[config.mk]
export PLATFORM = sky130hd
export DESIGN_NAME = pc_fetch_unit
export DESIGN_NICKNAME = d
export VERILOG_FILES = /design/src/rtl/pc_fetch_unit.sv
export SDC_FILE = /design/constraint.sdc
export NUM_CORES = 1
export LEC_CHECK = 0
export ABC_AREA = 1
export BUFFER_PORTS_ARGS = -buffer_cell sky130_fd_sc_hd__buf_2
export CAP_MARGIN = 30
export CORE_ASPECT_RATIO = 1.75
export CORE_MARGIN = 10
export CORE_UTILIZATION = 35
export CTS_CLUSTER_SIZE = 10
export DETAILED_ROUTE_END_ITERATION = 6
export PLACE_DENSITY = 0.6
export SLEW_MARGIN = 10
export SYNTH_ARGS = -nofsm -noshare
export SYNTH_HDL_FRONTEND = slang
export SYNTH_SLANG_ARGS = --single-unit
[constraint.sdc]
create_clock -name clk -period 3.5 [get_ports clk]
set_input_delay 0.7 -clock clk [delete_from_list [all_inputs] [get_ports clk]]
set_output_delay 0.7 -clock clk [all_outputs]
set_load 0.1 [all_outputs]
[src/rtl/pc_fetch_unit.sv]
// pc_fetch_unit: instruction-fetch stage of the MIPS32 SOC.
// Holds the architectural PC, drives it to the PC decoder as virtualPC, and
// registers the combinationally read instruction word into the IF/ID register.
// Next PC is PC+4, a branch target or a jump target; jump wins over branch.
// An invalid-PC fetch moves the block into HALT, which only reset leaves.
//
// Optional feature macro: DELAY_SLOT_EN
//   defined   : on a redirect the word at the current PC is kept as the delay
//               slot, and a fault on that fetch wins over the redirect.
//   undefined : on a redirect the current fetch is squashed (bubble), and an
//               invalidPC in the same cycle is ignored.
//
// Flow control: stall is a hold request from decode. While stall=1 in RUN,
// every register holds and branch/jump/invalidPC are not looked at; the
// producer keeps any redirect asserted until the cycle where stall=0.
// dbg_state_o exposes the FSM state (0 = RUN, 1 = HALT).
module pc_fetch_unit #(
  parameter logic [31:0] RESET_PC = 32'h0040_0000
) (
  input  logic        clk,
  input  logic        rst_n,
  input  logic        stall,
  input  logic        branchTaken,
  input  logic [31:0] branchTarget,
  input  logic        jumpTaken,
  input  logic [31:0] jumpTarget,
  input  logic        invalidPC,
  input  logic [31:0] instrIn,
  output logic [31:0] virtualPC,
  output logic [31:0] instrOut,
  output logic [31:0] fetchPC,
  output logic [31:0] pcPlus4,
  output logic        instrValid,
  output logic        halted,
  output logic [31:0] faultPC,
  output logic        dbg_state_o
);

  typedef enum logic {
    RUN  = 1'b0,
    HALT = 1'b1
  } state_t;

  state_t      state_q, state_d;
  logic [31:0] pc_q, pc_d;
  logic [31:0] instr_q, instr_d;
  logic [31:0] fetch_pc_q, fetch_pc_d;
  logic [31:0] pc_plus4_q, pc_plus4_d;
  logic        valid_q, valid_d;
  logic        halted_q, halted_d;
  logic [31:0] fault_pc_q, fault_pc_d;

  logic        redirect;
  logic [31:0] redirect_target;
  logic [31:0] seq_pc;
  logic        fault;

  // Redirect selection: jump has priority, target forced to a word boundary.
  always_comb begin
    redirect        = jumpTaken | branchTaken;
    redirect_target = (jumpTaken ? jumpTarget : branchTarget) & ~32'h0000_0003;
    seq_pc          = pc_q + 32'd4;
`ifdef DELAY_SLOT_EN
    fault           = invalidPC;
`else
    fault           = invalidPC & ~redirect;
`endif
  end

  // Next-state and register update logic; everything holds by default.
  always_comb begin
    state_d    = state_q;
    pc_d       = pc_q;
    instr_d    = instr_q;
    fetch_pc_d = fetch_pc_q;
    pc_plus4_d = pc_plus4_q;
    valid_d    = valid_q;
    halted_d   = halted_q;
    fault_pc_d = fault_pc_q;

    case (state_q)
      RUN: begin
        if (!stall) begin
          if (fault) begin
            fault_pc_d = pc_q;
            halted_d   = 1'b1;
            valid_d    = 1'b0;
            state_d    = HALT;
          end else if (redirect) begin
            pc_d = redirect_target;
`ifdef DELAY_SLOT_EN
            instr_d    = instrIn;
            fetch_pc_d = pc_q;
            pc_plus4_d = seq_pc;
            valid_d    = 1'b1;
`else
            valid_d    = 1'b0;
`endif
          end else begin
            instr_d    = instrIn;
            fetch_pc_d = pc_q;
            pc_plus4_d = seq_pc;
            valid_d    = 1'b1;
            pc_d       = seq_pc;
          end
        end
      end
      HALT: begin
        // Frozen until reset.
      end
      default: state_d = RUN;
    endcase
  end

  // State and datapath registers with synchronous active-low reset.
  always_ff @(posedge clk) begin
    if (!rst_n) begin
      state_q    <= RUN;
      pc_q       <= RESET_PC;
      instr_q    <= 32'd0;
      fetch_pc_q <= 32'd0;
      pc_plus4_q <= 32'd0;
      valid_q    <= 1'b0;
      halted_q   <= 1'b0;
      fault_pc_q <= 32'd0;
    end else begin
      state_q    <= state_d;
      pc_q       <= pc_d;
      instr_q    <= instr_d;
      fetch_pc_q <= fetch_pc_d;
      pc_plus4_q <= pc_plus4_d;
      valid_q    <= valid_d;
      halted_q   <= halted_d;
      fault_pc_q <= fault_pc_d;
    end
  end

  assign virtualPC   = pc_q;
  assign instrOut    = instr_q;
  assign fetchPC     = fetch_pc_q;
  assign pcPlus4     = pc_plus4_q;
  assign instrValid  = valid_q;
  assign halted      = halted_q;
  assign faultPC     = fault_pc_q;
  assign dbg_state_o = (state_q == HALT);

endmodule

; Word level (Yosys, flattened, before mapping)
; Index checks and enable logic that the tools add are counted.
[classes]
addsub = 1
muxes = 7
bitwise = 6
reduce_logical = 4
[op_table]
columns = operator, count
row1 = 2-to-1 mux 32 bit, 2
row2 = "adder 32 x 3 -> 32 bit, second input constant", 1
row3 = AND reduction 3 bit, 2
row4 = 2-to-1 mux 1 bit, 5
row5 = NOT 1 bit, 4
row6 = AND reduction 4 bit, 1
row7 = AND reduction 2 bit, 1
row8 = bitwise AND 1 bit, 1
row9 = OR 1 bit, 1
[totals]
regBits = 163
in_bits = 102
wordCells = 26

; Depth between registers and ports, before layout
; Gate-level depths: netlist of the first run.
[depth]
word_depth = 6
mapped_depth = 12
depth_no_buf = 12

; Least setup slack after synthesis of the first run
; Ideal clock, no wire load.
[synth_path]
kind = reg-to-reg
start = reg pc_q[2] (netlist: virtualPC[2])
end = reg pc_q[22] (netlist: virtualPC[22])
arrival_time_ns = 2.191
t_required_ns = 3.376
setup_slack_ns = 1.185
stages_incl_launch_ff = 13
path_cell_list = dfxtp_1 ha_1 inv_1 nor2_1 nand2_1 nor2_1 nand2_1 nand2_1 nand2_1 nand2_1 nand2_1 nand2_1 nand2_1
[synth_via]
elab_chain_cells = 2
[synth_rtl]
columns = item, line_no
row1 = start: declaration, 45  ; logic [31:0] pc_q, pc_d;
row2 = start signal: assignment, 128  ; pc_q <= pc_d;
row3 = adder 32 x 3 -> 32 bit, 62  ; seq_pc = pc_q + 32'd4;
row4 = 2-to-1 mux 32 bit, 89  ; end else if (redirect) begin
; Every way passes these cells.
; A chain may end at the register's enable or synchronous reset.

; Final worst setup path of the first run
[layout_path]
start = reg pc_q[21] (netlist: virtualPC[21])
end = out virtualPC[21]
[layout_rtl]
columns = item, line_no
row1 = end: declaration, 29  ; output logic [31:0] virtualPC,
; No word-level cell between the ends.

==> results.toml, run 1 <==
[synthesis]
postSynthCellCount = 916
yosysTopAreaCell = "dfxtp_1"
syn_area_um2 = 6684
yosysSeqAreaShare_pct = 46.42
synth_warnings = 0
yosysUniqueCellTypes = 28
ys_ff_latch = 155
synthTopCellsByArea = "dfxtp_1 46%, nor2_1 9.7%, nand2_1 9.4%"
synth_top_area_share_pct = 46.42
synth.avg_cell_area_um2 = 7.297

[timing]
tightest_slew_ns = 0.6958
setup_ws_ns = 1.268
fin_skew_ns = 0.01495
min_period_over_period_pct = 63.76
min_period_ns = 2.232
slew-limit-headroom_pct = 53.54
hold_viol = 0
max_freq_mhz = 448.1
setup_viol = 0
tns_ns = 0
rsz0062_at_grt = "false"
maxSlewViolCount = 0

[setup_path]
end_kind = "output port"
crit_arrival_ns = 1.53
critPathKind = "flip-flop to output port"
crit_chain = "buf_2"
critPathMaxFanout = 8
path_buf_inv = 1
cpMaxStageDelayCell = "dfxtp_1"
cp_slowest_stage_delay_ns = 0.59
start_kind = "flip-flop"
cpLargestDelayFamily = "flip-flops"
crit_required_ns = 2.80

[finish]
fin_util_pct = 46.45
final_nets = 1241
area_growth_pct = 29.69
mostFrequentLayoutCells = "251 x buf_2, 170 x nor2_1, 167 x nand2_1"
layout_commonest_cell = "buf_2"
drive_gt1_share_pct = 26.06

[grt]
grt_max_degree = 98
antenna_found_initial = 6
grt_usage_pct = 19.58
grt_pass1_wl_um = 39470
grt_pass1_vias = 6827
grt_overflow = 0

[clock_network]
cts_resized = 0
cts_setup_buffers = 0
cts_buffer_depth = 2
cts_hold_buf = 0
clkTransAtPathRegs_ns = 0.06
cts_made_buffers = 17
cts_tree = "built"
clock_latency_ns = 0.43
cts_max_level = 4
cts.sinks = 155
cts-root-buf = "clkbuf_16"

[place]
detailedPlace.worstSlack_ns = 0.8070
dp_hpwl_um = 18740
port_buffers = 252
gp_congestion = 0.9028

[power_and_ir_drop]
peakVddDrop_v = 0.0002905
cellLeakagePower_nw = 4.168
p_per_area_nw_per_um2 = 541.3
p_total_mw = 4.692

[route]
drtPass1Iterations = 5
wire_per_inst_um = 18.50
wl_met1_um = 9859
wl_met2_um = 13440
drt-total-wl_um = 25790
highest_layer = "met5"
drt_iter0_markers = 463
ant_nets = 0
drc_errors = 0
dr_wl_met3_um = 1693
vias_per_cell = 4.958
vias = 6911

[floorplanning]
die_x_um = 124.5
placementRows = 66
core_area_um2 = 18660
start_util_pct = 35.81
boundaryPins = 265
dieHeight_um = 202.8
fp.dieArea_um2 = 25240

[status]
status = "complete, no violations"

[run]
cap_violations = 0

[worst_hold_path]
hold_class = "flip-flop to flip-flop"
==> registers in the layout, summed over array words and instances, names as in the netlist <==
register,flops
instrOut,32
fetchPC,30
instrValid,1
halted,1
dbg_state_o,1
faultPC,30
virtualPC,30
pcPlus4,30
==> worst paths after layout <==
| kind | from | endpoint | slack, ns | cells past startpoint |
|---|---|---|---|---|
| worst max-delay path | virtualPC[21]$_SDFFE_PN0P_ | virtualPC[21] | 1.27 | 1 |
| worst min-delay path | halted$_SDFFE_PN0P_ | halted$_SDFFE_PN0P_ | 0.45 | 2 |
| worst max register to register | dbg_state_o$_SDFF_PN0_ | faultPC[4]$_SDFFE_PN0P_ | 1.42 | 6 |
| worst min register to register | halted$_SDFFE_PN0P_ | halted$_SDFFE_PN0P_ | 0.45 | 2 |
==> per-layer routing <==
| layer | track usage, % | vias to the layer above |
|---|---|---|
| met5 | 0 | - |
| met2 | 35.30 | 236 |
| met3 | 5.895 | 43 |
| met1 | 20.40 | 3161 |
| li1 | - | 3469 |
| met4 | 8.605 | 2 |
==> where the power goes <==
part           total, mW  internal [mW]  switching (mW)
Sequential          1.93           1.84          0.0977
Combinational      0.961          0.174           0.788
Clock               1.80           1.05           0.750
==> metrics by stage <==
step / hold WS (ns) / instance area, µm² / cells
2_1_floorplan: 0.8349 / 6710 / 923
3_3_place_gp: 0.4370 / 8065 / 1356
3_5_place_dp: 0.4420 / 8065 / 1356
4_1_cts: 0.4516 / 8628 / 1388
5_1_grt: 0.4754 / 8663 / 1392
6_report: 0.4478 / 8668 / 1394
==> worst min-delay path: cells and delay by family (launching register included) <==
kind	cells	cell delay [ns]
buffers and inverters	1	0.04
flip-flops	1	0.31
AO/OA/AOI/OAI	1	0.05
==> layout make-up <==
cell class	instances	area, µm²
antenna	5	12.51
clock buffer	21	440.4
clock inverter	11	122.6
fill	1975	9995
inverter	45	168.9
multi-input combinational	653	3122
sequential	155	3103
tap	238	297.8
timing repair buffer	266	1401
==> cell families (layout without fill, tap and decap cells) <==
family,after synthesis,in the layout,synth area share (%)
other,1,13,0.05610
and+or+nand+nor,388,388,23.42
DFF,155,155,46.42
buffers and inverters,115,343,7.338
adders and majority gates,1,1,0.1872
AOI/OAI and AO/OA,242,242,20.74
xor gates and xnor gates,14,14,1.835
==> Yosys cell counts <==
library cell and count:
nor2_1 172, nand2_1 167, dfxtp_1 155, o21ai_0 100, a21oi_1 60, clkbuf_1 45
inv_1 42, nand3_1 35, o21a_1 24, a221oi_1 21, o21ai_1 20, buf_4 12
nand3b_1 12, buf_2 10, xor2_1 8, a22oi_1 7, a31oi_1 7, xnor2_1 6
a41oi_1 2, buf_1 2, inv_2 2, clkbuf_2 1, clkinv_1 1, conb_1 1
ha_1 1, nor2_2 1, nor4_4 1, o211ai_1 1
No activity file was read; power rests on OpenSTA's default activity.
==> inputs of run 2 (changes only) <==
- PLACE_DENSITY: 0.6 -> 0.62
- clock period: 3.5 -> 2 ns (I/O delays scaled with it)
==> results.toml, run 2 (synthesis results as in run 1) <==
[place]
gp_congestion = 0.9242
dp_hpwl_um = 19470
port_buffers = 252
detailedPlace.worstSlack_ns = 0.2306

[floorplanning]
boundaryPins = 265
dieHeight_um = 202.8
placementRows = 66
fp.dieArea_um2 = 25240
start_util_pct = 35.81
core_area_um2 = 18660
die_x_um = 124.5

[timing]
rsz0062_at_grt = "false"
maxSlewViolCount = 0
min_period_ns = 1.879
fin_skew_ns = 0.01235
max_freq_mhz = 532.3
hold_viol = 0
setup_ws_ns = 0.1212
tns_ns = 0
setup_viol = 0
tightest_slew_ns = 0.5769
min_period_over_period_pct = 93.94
slew-limit-headroom_pct = 61.81

[clock_network]
cts_setup_buffers = 0
cts_max_level = 4
cts_tree = "built"
cts_hold_buf = 0
clock_latency_ns = 0.42
cts_resized = 0
cts_made_buffers = 17
cts.sinks = 155
cts_buffer_depth = 2
clkTransAtPathRegs_ns = 0.07
cts-root-buf = "clkbuf_16"

[route]
drtPass1Iterations = 5
wire_per_inst_um = 18.36
drt_iter0_markers = 447
drc_errors = 0
vias_per_cell = 4.969
ant_nets = 0
vias = 7051
drt-total-wl_um = 26050

[power_and_ir_drop]
peakVddDrop_v = 0.0005317
p_per_area_nw_per_um2 = 944.1
p_total_mw = 8.461
cellLeakagePower_nw = 4.353

[setup_path]
crit_chain = "buf_4, buf_2"
cpMaxStageDelayCell = "buf_2"
cp_slowest_stage_delay_ns = 0.44
end_kind = "output port"
crit_required_ns = 1.60
critPathMaxFanout = 6
critPathKind = "flip-flop to output port"
crit_arrival_ns = 1.48
start_kind = "flip-flop"

[grt]
grt_pass1_vias = 6950
grt_max_degree = 54
antenna_found_initial = 6
grt_usage_pct = 19.75
grt_pass1_wl_um = 40030
grt_overflow = 0

[run]
cap_violations = 0

[status]
status = "complete, no violations"

[finish]
largest_reg_flops = 32
mostFrequentLayoutCells = "251 x buf_2, 170 x nor2_1, 167 x nand2_1"
area_growth_pct = 34.09
layout_commonest_cell = "buf_2"
final_nets = 1270
drive_gt1_share_pct = 29.29

[worst_hold_path]
hold_class = "primary input to flip-flop"
## run 2: changes by cell type in the layout (fill, tap and decap cells not counted), sizes merged
cell	before	now
diode	5	3
buf	266	295
clkinvlp	4	2
bufinv	2	3
clkinv	6	3
clkbuf	21	23
## run 2: per-stage QoR
stage	utilization [%]	instances	area [µm²]	hold slack, ns
after floorplan	-	923	6731	0.5349
after global placement	44.80	1386	8362	0.4360
after detailed placement	44.80	1386	8362	0.4501
after CTS	47.98	1416	8955	0.1914
after global routing	48.00	1417	8957	0.2022
final	48.02	1419	8962	0.1984
## run 2: where the power goes
group,internal (mW),switching [mW]
Clock,2.05,1.28
Sequential,3.22,0.118
Combinational,0.360,1.44
## run 2: final timing paths
path	start	to	slack (ns)	cells past startpoint
worst max-delay path	virtualPC[26]$_SDFFE_PN0P_	virtualPC[26]	0.12	2
worst min-delay path	instrIn[24]	instrOut[24]$_SDFFE_PN0P_	0.20	3
worst min register to register	faultPC[28]$_SDFFE_PN0P_	faultPC[28]$_SDFFE_PN0P_	0.46	2
worst max register to register	virtualPC[2]$_SDFFE_PN0P_	pcPlus4[16]$_SDFFE_PN0P_	0.17	7
## run 2: layout make-up
type / count / area [µm²]
fillers: 1947 / 9701
flip-flops and latches: 155 / 3124
multi-input cells: 653 / 3122
repair buffers: 295 / 1649
clock buffers: 23 / 478.0
well taps: 238 / 297.8
inverters: 45 / 168.9
clock inverters: 7 / 115.1
diodes: 3 / 7.507
## run 2: routing by layer
layer | wire length, µm | vias up | global-route usage (%)
met5 | 38 | - | 0
met4 | 1010 | 6 | 9.524
met3 | 1688 | 48 | 5.686
met2 | 13510 | 236 | 35.68
met1 | 9806 | 3240 | 20.37
li1 | - | 3521 | -
## run 2: worst max-delay path, delay by kind of cell, from the launching register on
| kind | cells | cell delay (ns) |
|---|---|---|
| buffers and inverters | 2 | 0.63 |
| flip-flops | 1 | 0.43 |
==> inputs of run 3 (changes only) <==
- PLACE_DENSITY: 0.62 -> 0.6
- clock period: 2 -> 2.21 ns (I/O delays scaled with it)
==> results.toml, run 3 (synthesis results as in run 1) <==
[status]
status = "complete, no violations"

[power_and_ir_drop]
peakVddDrop_v = 0.0004651
combPwrFrac_pct = 21.4
p_sw_mw = 2.594
p_seq_share_pct = 40.4
p_per_area_nw_per_um2 = 846.7
p_int_mw = 4.897
swShare_pct = 34.63
pwr-share-clk_pct = 38.2
cellLeakagePower_nw = 4.289

[floorplanning]
die_x_um = 124.5
boundaryPins = 265
placementRows = 66
start_util_pct = 35.81
core_area_um2 = 18660
dieHeight_um = 202.8
fp.dieArea_um2 = 25240

[setup_path]
r2r_slack_ns = 0.40
crit_chain = "buf_2"
critPathKind = "flip-flop to output port"
cpLargestDelayFamily = "flip-flops"
rr_startpoint = "virtualPC[12]$_SDFFE_PN0P_"
r2r_cells = 11
cp_slowest_stage_delay_ns = 0.59
end_kind = "output port"
r2r-end = "virtualPC[22]$_SDFFE_PN1P_"
start_kind = "flip-flop"
critPathMaxFanout = 8
cpMaxStageDelayCell = "dfxtp_1"
crit_required_ns = 1.77
path_buf_inv = 1
crit_arrival_ns = 1.52

[clock_network]
cts_max_level = 4
cts_hold_buf = 0
cts_setup_buffers = 0
cts_resized = 0
clock_latency_ns = 0.43
cts-root-buf = "clkbuf_16"
cts_buffer_depth = 2
clkTransAtPathRegs_ns = 0.07
cts_made_buffers = 17
cts.sinks = 155
cts_tree = "built"

[timing]
fin_skew_ns = 0.01145
tightest_slew_ns = 0.5563
max_freq_mhz = 508.9
rsz0062_at_grt = "false"
setup_viol = 0
setup_ws_ns = 0.2450
tns_ns = 0
hold_viol = 0
min_period_over_period_pct = 88.92
slew-limit-headroom_pct = 63.17
maxSlewViolCount = 0
min_period_ns = 1.965

[route]
drtPass1Iterations = 4
vias_per_cell = 4.958
ant_nets = 0
drt_iter0_markers = 458
vias = 7005
wire_per_inst_um = 18.34
drt-total-wl_um = 25920
drc_errors = 0

[finish]
num-fill-cells = 1972
mostFrequentLayoutCells = "251 x buf_2, 170 x nor2_1, 167 x nand2_1"
largest_reg_flops = 32
area_growth_pct = 32.38
layoutNonFillerInstCount = 1413
drive_gt1_share_pct = 28.05
layout_commonest_cell = "buf_2"
final_nets = 1264

[place]
gp_congestion = 0.9490
dp_hpwl_um = 19400
port_buffers = 252
detailedPlace.worstSlack_ns = 0.3037
dp.cells = 1380

[grt]
grt_overflow = 0
grt_pass1_vias = 6943
antenna_found_initial = 5
grt_pass1_wl_um = 39700
grt_usage_pct = 19.75
grt_max_degree = 83

[worst_hold_path]
hold_class = "primary input to flip-flop"
holdPathStages = 3
hold-path-endpoint = "instrOut[19]$_SDFFE_PN0P_"
hp-start = "instrIn[19]"

[run]
cap_violations = 0
## run 3: area by class of cell
type,instances,area [µm²],share of cell area [%]
inverter,45,168.9,1.909
antenna,2,5.005,0.05656
timing repair buffer,289,1579,17.84
multi-input combinational,653,3122,35.28
clock inverter,12,125.1,1.414
tap,238,297.8,3.365
clock buffer,19,442.9,5.006
sequential,155,3108,35.12
## run 3: metrics by stage
step / power (mW) / util, % / cell area, µm² / hold slack [ns]
floorplan: 4.273 / - / 6715 / 0.5769
global placement: 4.691 / 44.34 / 8275 / 0.4371
detailed placement: 4.699 / 44.34 / 8275 / 0.4459
CTS: 7.581 / 47.39 / 8843 / 0.2116
global route: 7.742 / 47.41 / 8848 / 0.2321
finish: 7.492 / 47.41 / 8848 / 0.2307
## run 3: worst max path at each step
stage / to / start / cells after the start
floorplan: virtualPC[22]$_SDFFE_PN1P_ / virtualPC[7]$_SDFFE_PN0P_ / 11
detailed placement: virtualPC[12]$_SDFFE_PN0P_ / stall / 6
CTS: virtualPC[25] / virtualPC[25]$_SDFFE_PN0P_ / 1
finish: virtualPC[25] / virtualPC[25]$_SDFFE_PN0P_ / 1
global placement: virtualPC[22]$_SDFFE_PN1P_ / branchTaken / 9
global route: virtualPC[16]$_SDFFE_PN0P_ / virtualPC[2]$_SDFFE_PN0P_ / 7
## run 3: power groups by stage
stage	clock network [mW]	registers, mW	logic (mW)
5_1_grt	3.02	3.04	1.69
4_1_cts	2.94	3.02	1.62
3_3_place_gp	0	3.08	1.61
3_5_place_dp	0	3.09	1.61
6_report	2.86	3.03	1.60
2_1_floorplan	0	3.87	0.406
## run 3: layer usage
metal	part of all wire [%]	track usage, %	routed length [µm]	vias up
li1	-	-	-	3512
met1	38	20.50	9885	3233
met2	53	36.13	13640	213
met3	6.2	5.243	1595	41
met4	2.9	8.897	761	6
met5	0.15	0	39	-
